===== src/rtl/wb_dma_master_pkg.sv =====
// rtl/wb_dma_master_pkg.sv - shared encodings and constants for wb_dma_master
package wb_dma_master_pkg;

  typedef enum logic [2:0] {
    ST_IDLE  = 3'd0,
    ST_FETCH = 3'd1,
    ST_BUS   = 3'd2,
    ST_DRAIN = 3'd3,
    ST_GAP   = 3'd4,
    ST_DONE  = 3'd5
  } state_e;

  localparam logic [3:0]  WB_SEL_ALL  = 4'b1111;
  localparam logic [31:0] WORD_STRIDE = 32'd4;
  localparam logic [31:0] WORD_MASK   = 32'h0000_0003;

  // Accelerator register window offsets
  localparam logic [31:0] ACC_OPERATION_OFS = 32'h0000_0000;
  localparam logic [31:0] ACC_STATUS_OFS    = 32'h0000_0004;
  localparam logic [31:0] ACC_SRAM_OFS      = 32'h0000_0008;
  localparam logic [31:0] STATUS_START      = 32'hFFFF_FFFF;

  function automatic logic [31:0] word_align(input logic [31:0] byte_addr);
    return byte_addr & ~WORD_MASK;
  endfunction

endpackage


===== src/rtl/wb_dma_master.sv =====
// rtl/wb_dma_master.sv - Wishbone classic block-transfer initiator between local streams and a responder
// Optional per-transfer ack timeout enabled by defining WB_TIMEOUT_EN.
module wb_dma_master #(
  parameter int LEN_W          = 16,
  parameter int TIMEOUT_CYCLES = 1024
) (
  input  logic             wb_clk_i,
  input  logic             wb_rst_n_i,
  input  logic             cmd_valid_i,
  output logic             cmd_ready_o,
  input  logic             cmd_write_i,
  input  logic [31:0]      cmd_addr_i,
  input  logic [LEN_W-1:0] cmd_len_i,
  input  logic             wdata_valid_i,
  output logic             wdata_ready_o,
  input  logic [31:0]      wdata_i,
  output logic             rdata_valid_o,
  input  logic             rdata_ready_i,
  output logic [31:0]      rdata_o,
  output logic             wb_cyc_o,
  output logic             wb_stb_o,
  output logic             wb_we_o,
  output logic [3:0]       wb_sel_o,
  output logic [31:0]      wb_adr_o,
  output logic [31:0]      wb_dat_o,
  input  logic [31:0]      wb_dat_i,
  input  logic             wb_ack_i,
  output logic             busy_o,
  output logic             done_o,
  output logic             err_o
);
  import wb_dma_master_pkg::*;

  if (TIMEOUT_CYCLES < 1) begin : g_timeout_check
    $error("TIMEOUT_CYCLES must be at least 1");
  end
  if (LEN_W < 1) begin : g_len_check
    $error("LEN_W must be at least 1");
  end

  state_e           state_q, state_d;
  logic [31:0]      addr_q, addr_d;
  logic [LEN_W-1:0] rem_q, rem_d;
  logic             dir_q, dir_d;
  logic [31:0]      dat_q, dat_d;
  logic [31:0]      rdata_q, rdata_d;

`ifdef WB_TIMEOUT_EN
  localparam int TMO_W = $clog2(TIMEOUT_CYCLES + 1);
  logic [TMO_W-1:0] tmo_q, tmo_d;
  logic             err_q, err_d;
  logic             tmo_hit;

  assign tmo_hit = (tmo_q == TMO_W'(TIMEOUT_CYCLES - 1));
`endif

  always_comb begin
    state_d = state_q;
    addr_d  = addr_q;
    rem_d   = rem_q;
    dir_d   = dir_q;
    dat_d   = dat_q;
    rdata_d = rdata_q;
`ifdef WB_TIMEOUT_EN
    err_d   = err_q;
    // Counts cycles spent in BUS; any other state holds it at zero
    tmo_d   = (state_q == ST_BUS) ? tmo_q + 1'b1 : '0;
`endif
    case (state_q)
      ST_IDLE: begin
        if (cmd_valid_i) begin
          addr_d = word_align(cmd_addr_i);
          rem_d  = cmd_len_i;
          dir_d  = cmd_write_i;
`ifdef WB_TIMEOUT_EN
          err_d  = 1'b0;
`endif
          if (cmd_len_i == '0)   state_d = ST_DONE;
          else if (cmd_write_i)  state_d = ST_FETCH;
          else                   state_d = ST_BUS;
        end
      end
      ST_FETCH: begin
        if (wdata_valid_i) begin
          dat_d   = wdata_i;
          state_d = ST_BUS;
        end
      end
      ST_BUS: begin
        if (wb_ack_i) begin
          if (!dir_q) rdata_d = wb_dat_i;
          state_d = dir_q ? ST_GAP : ST_DRAIN;
        end
`ifdef WB_TIMEOUT_EN
        else if (tmo_hit) begin
          // Leave exactly one word outstanding so GAP terminates the job
          err_d   = 1'b1;
          rem_d   = LEN_W'(1);
          state_d = ST_GAP;
        end
`endif
      end
      ST_DRAIN: begin
        if (rdata_ready_i) state_d = ST_GAP;
      end
      ST_GAP: begin
        // The responder may still be driving ack from the finished cycle
        if (!wb_ack_i) begin
          rem_d  = rem_q - LEN_W'(1);
          addr_d = addr_q + WORD_STRIDE;
          if (rem_q == LEN_W'(1)) state_d = ST_DONE;
          else if (dir_q)         state_d = ST_FETCH;
          else                    state_d = ST_BUS;
        end
      end
      ST_DONE: state_d = ST_IDLE;
      default: state_d = ST_IDLE;
    endcase
  end

  always_ff @(posedge wb_clk_i) begin
    if (!wb_rst_n_i) begin
      state_q <= ST_IDLE;
      addr_q  <= '0;
      rem_q   <= '0;
      dir_q   <= 1'b0;
      dat_q   <= '0;
      rdata_q <= '0;
`ifdef WB_TIMEOUT_EN
      tmo_q   <= '0;
      err_q   <= 1'b0;
`endif
    end else begin
      state_q <= state_d;
      addr_q  <= addr_d;
      rem_q   <= rem_d;
      dir_q   <= dir_d;
      dat_q   <= dat_d;
      rdata_q <= rdata_d;
`ifdef WB_TIMEOUT_EN
      tmo_q   <= tmo_d;
      err_q   <= err_d;
`endif
    end
  end

  assign cmd_ready_o   = (state_q == ST_IDLE);
  assign busy_o        = (state_q != ST_IDLE);
  assign wdata_ready_o = (state_q == ST_FETCH);
  assign rdata_valid_o = (state_q == ST_DRAIN);
  assign rdata_o       = rdata_q;
  assign wb_cyc_o      = (state_q == ST_BUS);
  assign wb_stb_o      = (state_q == ST_BUS);
  assign wb_we_o       = (state_q == ST_BUS) && dir_q;
  assign wb_sel_o      = (state_q == ST_BUS) ? WB_SEL_ALL : 4'b0000;
  assign wb_adr_o      = addr_q;
  assign wb_dat_o      = dat_q;
  assign done_o        = (state_q == ST_DONE);
`ifdef WB_TIMEOUT_EN
  assign err_o         = err_q;
`else
  assign err_o         = 1'b0;
`endif

endmodule

===== config.mk =====
export PLATFORM = sky130hd
export DESIGN_NAME = wb_dma_master
export DESIGN_NICKNAME = d
export VERILOG_FILES = /design/src/rtl/wb_dma_master_pkg.sv /design/src/rtl/wb_dma_master.sv
export SDC_FILE = /design/constraint.sdc
export NUM_CORES = 1
export LEC_CHECK = 0
export BUFFER_PORTS_ARGS = -buffer_cell sky130_fd_sc_hd__buf_2
export CAP_MARGIN = 40
export CELL_PAD_IN_SITES_DETAIL_PLACEMENT = 0
export CELL_PAD_IN_SITES_GLOBAL_PLACEMENT = 2
export CORE_ASPECT_RATIO = 0.6
export CORE_MARGIN = 10
export CORE_UTILIZATION = 23
export CTS_BUF_LIST = sky130_fd_sc_hd__clkbuf_8 sky130_fd_sc_hd__clkbuf_16
export DETAILED_ROUTE_END_ITERATION = 8
export PLACE_DENSITY_LB_ADDON = 0.1
export SLEW_MARGIN = 20
export SYNTH_ARGS = -nofsm -noshare
export SYNTH_HDL_FRONTEND = slang
export SYNTH_SLANG_ARGS = --single-unit

===== constraint.sdc =====
create_clock -name wb_clk_i -period 1.7 [get_ports wb_clk_i]
set_input_delay 0.085 -clock wb_clk_i [delete_from_list [all_inputs] [get_ports wb_clk_i]]
set_output_delay 0.085 -clock wb_clk_i [all_outputs]
set_load 0.01 [all_outputs]

==> flow_summary.json <==
{
  "dp_hpwl_mm": 17.94,
  "dpl-instance-area_um2": 7734,
  "violations": "negative setup slack",
  "synth.distinct_cells": 64,
  "final_area_um2": 9767,
  "synth_edf_count": 0,
  "viasPerCell": 4.825,
  "rrSetupSlack_ns": -0.11,
  "fp.dieH_um": 140.4,
  "internal_power_mw": 8.208,
  "grtUsageTotal_pct": 15.95,
  "p_leak_nw": 4.269,
  "placementRows": 43,
  "final_nets": 1239,
  "clk_pin_slew_ns": 0.06,
  "n_fill_cell": 2417,
  "final.setup.tns_ns": -0.4117,
  "grt_max_degree": 61,
  "synth_flop_cell": "dfxtp_1",
  "drt_iter0_markers": 465,
  "slew_headroom_pct": 66.66,
  "syn_area_um2": 5553,
  "grt_overflow": 0,
  "drv_cap": 0,
  "cts-root-buf": "clkbuf_16",
  "syn_to_final_growth_pct": 75.89,
  "dr.pass1.iters": 5,
  "post_drt_wl_per_cell_um": 18.13,
  "netlist_instances": 742,
  "seqPwrFrac_pct": 27.7,
  "critPathMaxFanout": 3,
  "status": "finished with violations",
  "cts_tree": "built",
  "drcViolationCount": 0,
  "power_density_nw_per_um2": 1305,
  "grt_pass1_wl_mm": 39.05,
  "p_total_mw": 12.74,
  "antenna_found_initial": 0,
  "final-setup-viol-count": 9,
  "p_clk_share_pct": 29.3,
  "skew_ns": 0.006927,
  "finalCritPeriodShare_pct": 106.5,
  "grt_pass1_vias": 6882,
  "ys_seq_area_share_pct": 41.10,
  "critical_path_arrival_ns": 2.11,
  "synth_warnings": 0,
  "hold_violations": 0,
  "numCtsBuffers": 17,
  "worstSetupPathType": "register to register",
  "worst_skew_pair.late_latency_ns": 0.42,
  "layout-drive-gt1-share_pct": 40.48,
  "wl_mm": 26.18,
  "core_um2": 23400,
  "synth.top_cell.area_share_pct": 41.10,
  "netSwitchingPower_mw": 4.536,
  "drv_slew": 0,
  "n_antenna_cell": 0,
  "rsz0062_at_grt": "yes",
  "cp.required_ns": 2.00,
  "die_w_um": 220.6,
  "synthTopCellsByArea": "dfxtp_1 (41%), nand2_1 (12%), a21oi_1 (9.3%)",
  "ys_ff_latch": 114,
  "cts_sinks": 114,
  "period_minus_slack_ns": 1.811,
  "hold_path_class": "input pin to register",
  "gp_congestion": 0.7718,
  "combinationalPowerShare_pct": 43.1,
  "hold_slack_ns": 0.01107,
  "switching_share_pct": 35.59,
  "synth_top_cell_by_area": "dfxtp_1",
  "tightest_slew_ns": 0.4978,
  "route.vias.total": 6968,
  "cts_buffer_depth": 2,
  "avgSynthCellArea_um2": 7.484,
  "start_util_pct": 23.73,
  "clock.fmax_mhz": 552.3,
  "timing.final.ws_setup_ns": -0.1106,
  "portBuffers": 222,
  "fp.dieArea_um2": 30960,
  "htree_levels": 4,
  "end_kind": "register",
  "peakVddDrop_v": 0.0007648,
  "async_reset_ff_share_pct": 0,
  "ios": 228,
  "cp-start-kind": "register",
  "antenna_left": 0
}
timing repair:
| action | in CTS | in global routing |
|---|---|---|
| hold buffers | 77 | 1 |
| setup buffers | 6 | 10 |
| cloned | 2 | 5 |
| pin swaps | 8 | 38 |
| setup endpoints to repair | 40 | 57 |
| endpoints found under the hold margin | 77 | 1 |
| gates resized for setup | 23 | 68 |
power groups by stage:
stage	Sequential [mW]	Combinational (mW)	Clock, mW
after global placement	3.53	4.41	0
after CTS	3.51	4.90	3.83
after detailed placement	3.54	4.44	0
after floorplan	3.75	2.12	0
final	3.53	5.49	3.73
after global routing	3.59	5.93	3.97
per-stage QoR:
stage / setup slack [ns] / cells / utilization, %
6_report: -0.1106 / 1444 / 41.73
4_1_cts: -0.09877 / 1428 / 39.74
5_1_grt: -0.1383 / 1444 / 41.73
3_3_place_gp: -0.1302 / 1312 / 33.04
2_1_floorplan: -0.1069 / 744 / -
3_5_place_dp: -0.1747 / 1312 / 33.04
layer usage:
layer	up-vias	part of all wire, %	track usage (%)
li1	3397	-	-
met1	3354	48	21.72
met2	195	44	23.99
met3	22	6.9	4.258
met4	0	1.5	4.706
met5	-	0	0
cell type report:
type | instances | area [um2] | share of cell area (%)
clock inverter | 11 | 135.1 | 1.384
sequential | 114 | 2306 | 23.61
clock buffer | 20 | 466.7 | 4.778
inverter | 11 | 41.29 | 0.4228
multi-input combinational | 552 | 3268 | 33.46
tap | 315 | 394.1 | 4.035
timing repair buffer | 421 | 3156 | 32.31
state kept, by name, indices dropped and copies added, names as in the netlist:
name      count
dir_q         1
state_q       3
rem_q        16
wb_adr_o     30
rdata_o      32
wb_dat_o     32
placed cells by master (no fill, tap or decap), types with 5 or more instances in the layout:
cell type      instances
a311oi_1               5
nor2_1                45
buf_6                 14
o21ai_1               11
nand2_1              170
and3_1                 7
clkbuf_16             22
nor3_1                11
buf_2                222
nor2_2                 5
inv_1                 10
o22ai_1                6
dfxtp_1               97
buf_12                14
a21oi_1               99
dlygate4sd3_1         78
nand3_1               14
a31oi_1               15
buf_4                 86
dfxtp_2               16
o21ai_0               19
nand4_1               13
and2_1                 9
a41oi_1                6
nor4_1                 6
Yosys cell counts, types with 5 or more instances:
cell,n
a21oi_1,103
a311oi_1,6
a31oi_1,16
a41oi_1,7
and2_1,9
and3_1,8
buf_2,13
buf_4,8
clkbuf_1,45
dfxtp_1,114
inv_1,11
nand2_1,173
nand3_1,17
nand4_1,13
nor2_1,50
nor3_1,15
nor3b_1,6
nor4_1,12
o21ai_0,29
o22ai_1,6
or4_1,5
cells by family (layout without fill, tap and decap cells):
kind of cell / after synthesis / count (layout) / share of synthesized area [%]
AND/OR/NAND/NOR: 328 / 328 / 27.92
AO/OA/AOI/OAI: 215 / 215 / 23.59
flip-flops: 114 / 114 / 41.10
buffers and inverters: 78 / 463 / 6.106
adder cells (fa/ha/maj): 3 / 3 / 0.6761
multiplexers: 3 / 3 / 0.5408
other: 1 / 3 / 0.06753
path summary, 6_finish.rpt:
kind | start | end | cells past startpoint
hold reg to reg | wb_dat_o[19]$_SDFFE_PN0P_ | wb_dat_o[19]$_SDFFE_PN0P_ | 2
setup / recovery | rem_q[2]$_SDFFE_PN0P_ | rem_q[11]$_SDFFE_PN0P_ | 4
hold / removal | cmd_addr_i[22] | wb_adr_o[22]$_SDFFE_PN0P_ | 4
setup reg to reg | rem_q[2]$_SDFFE_PN0P_ | rem_q[11]$_SDFFE_PN0P_ | 4
critical path, stage by stage (launching register included):
cell,delay (ns)
dfxtp_2,0.32
or4_4,0.55
or4_4,0.52
o31ai_2,0.19
a311oi_1,0.11
Note: power is estimated with default switching activity, not from simulation.
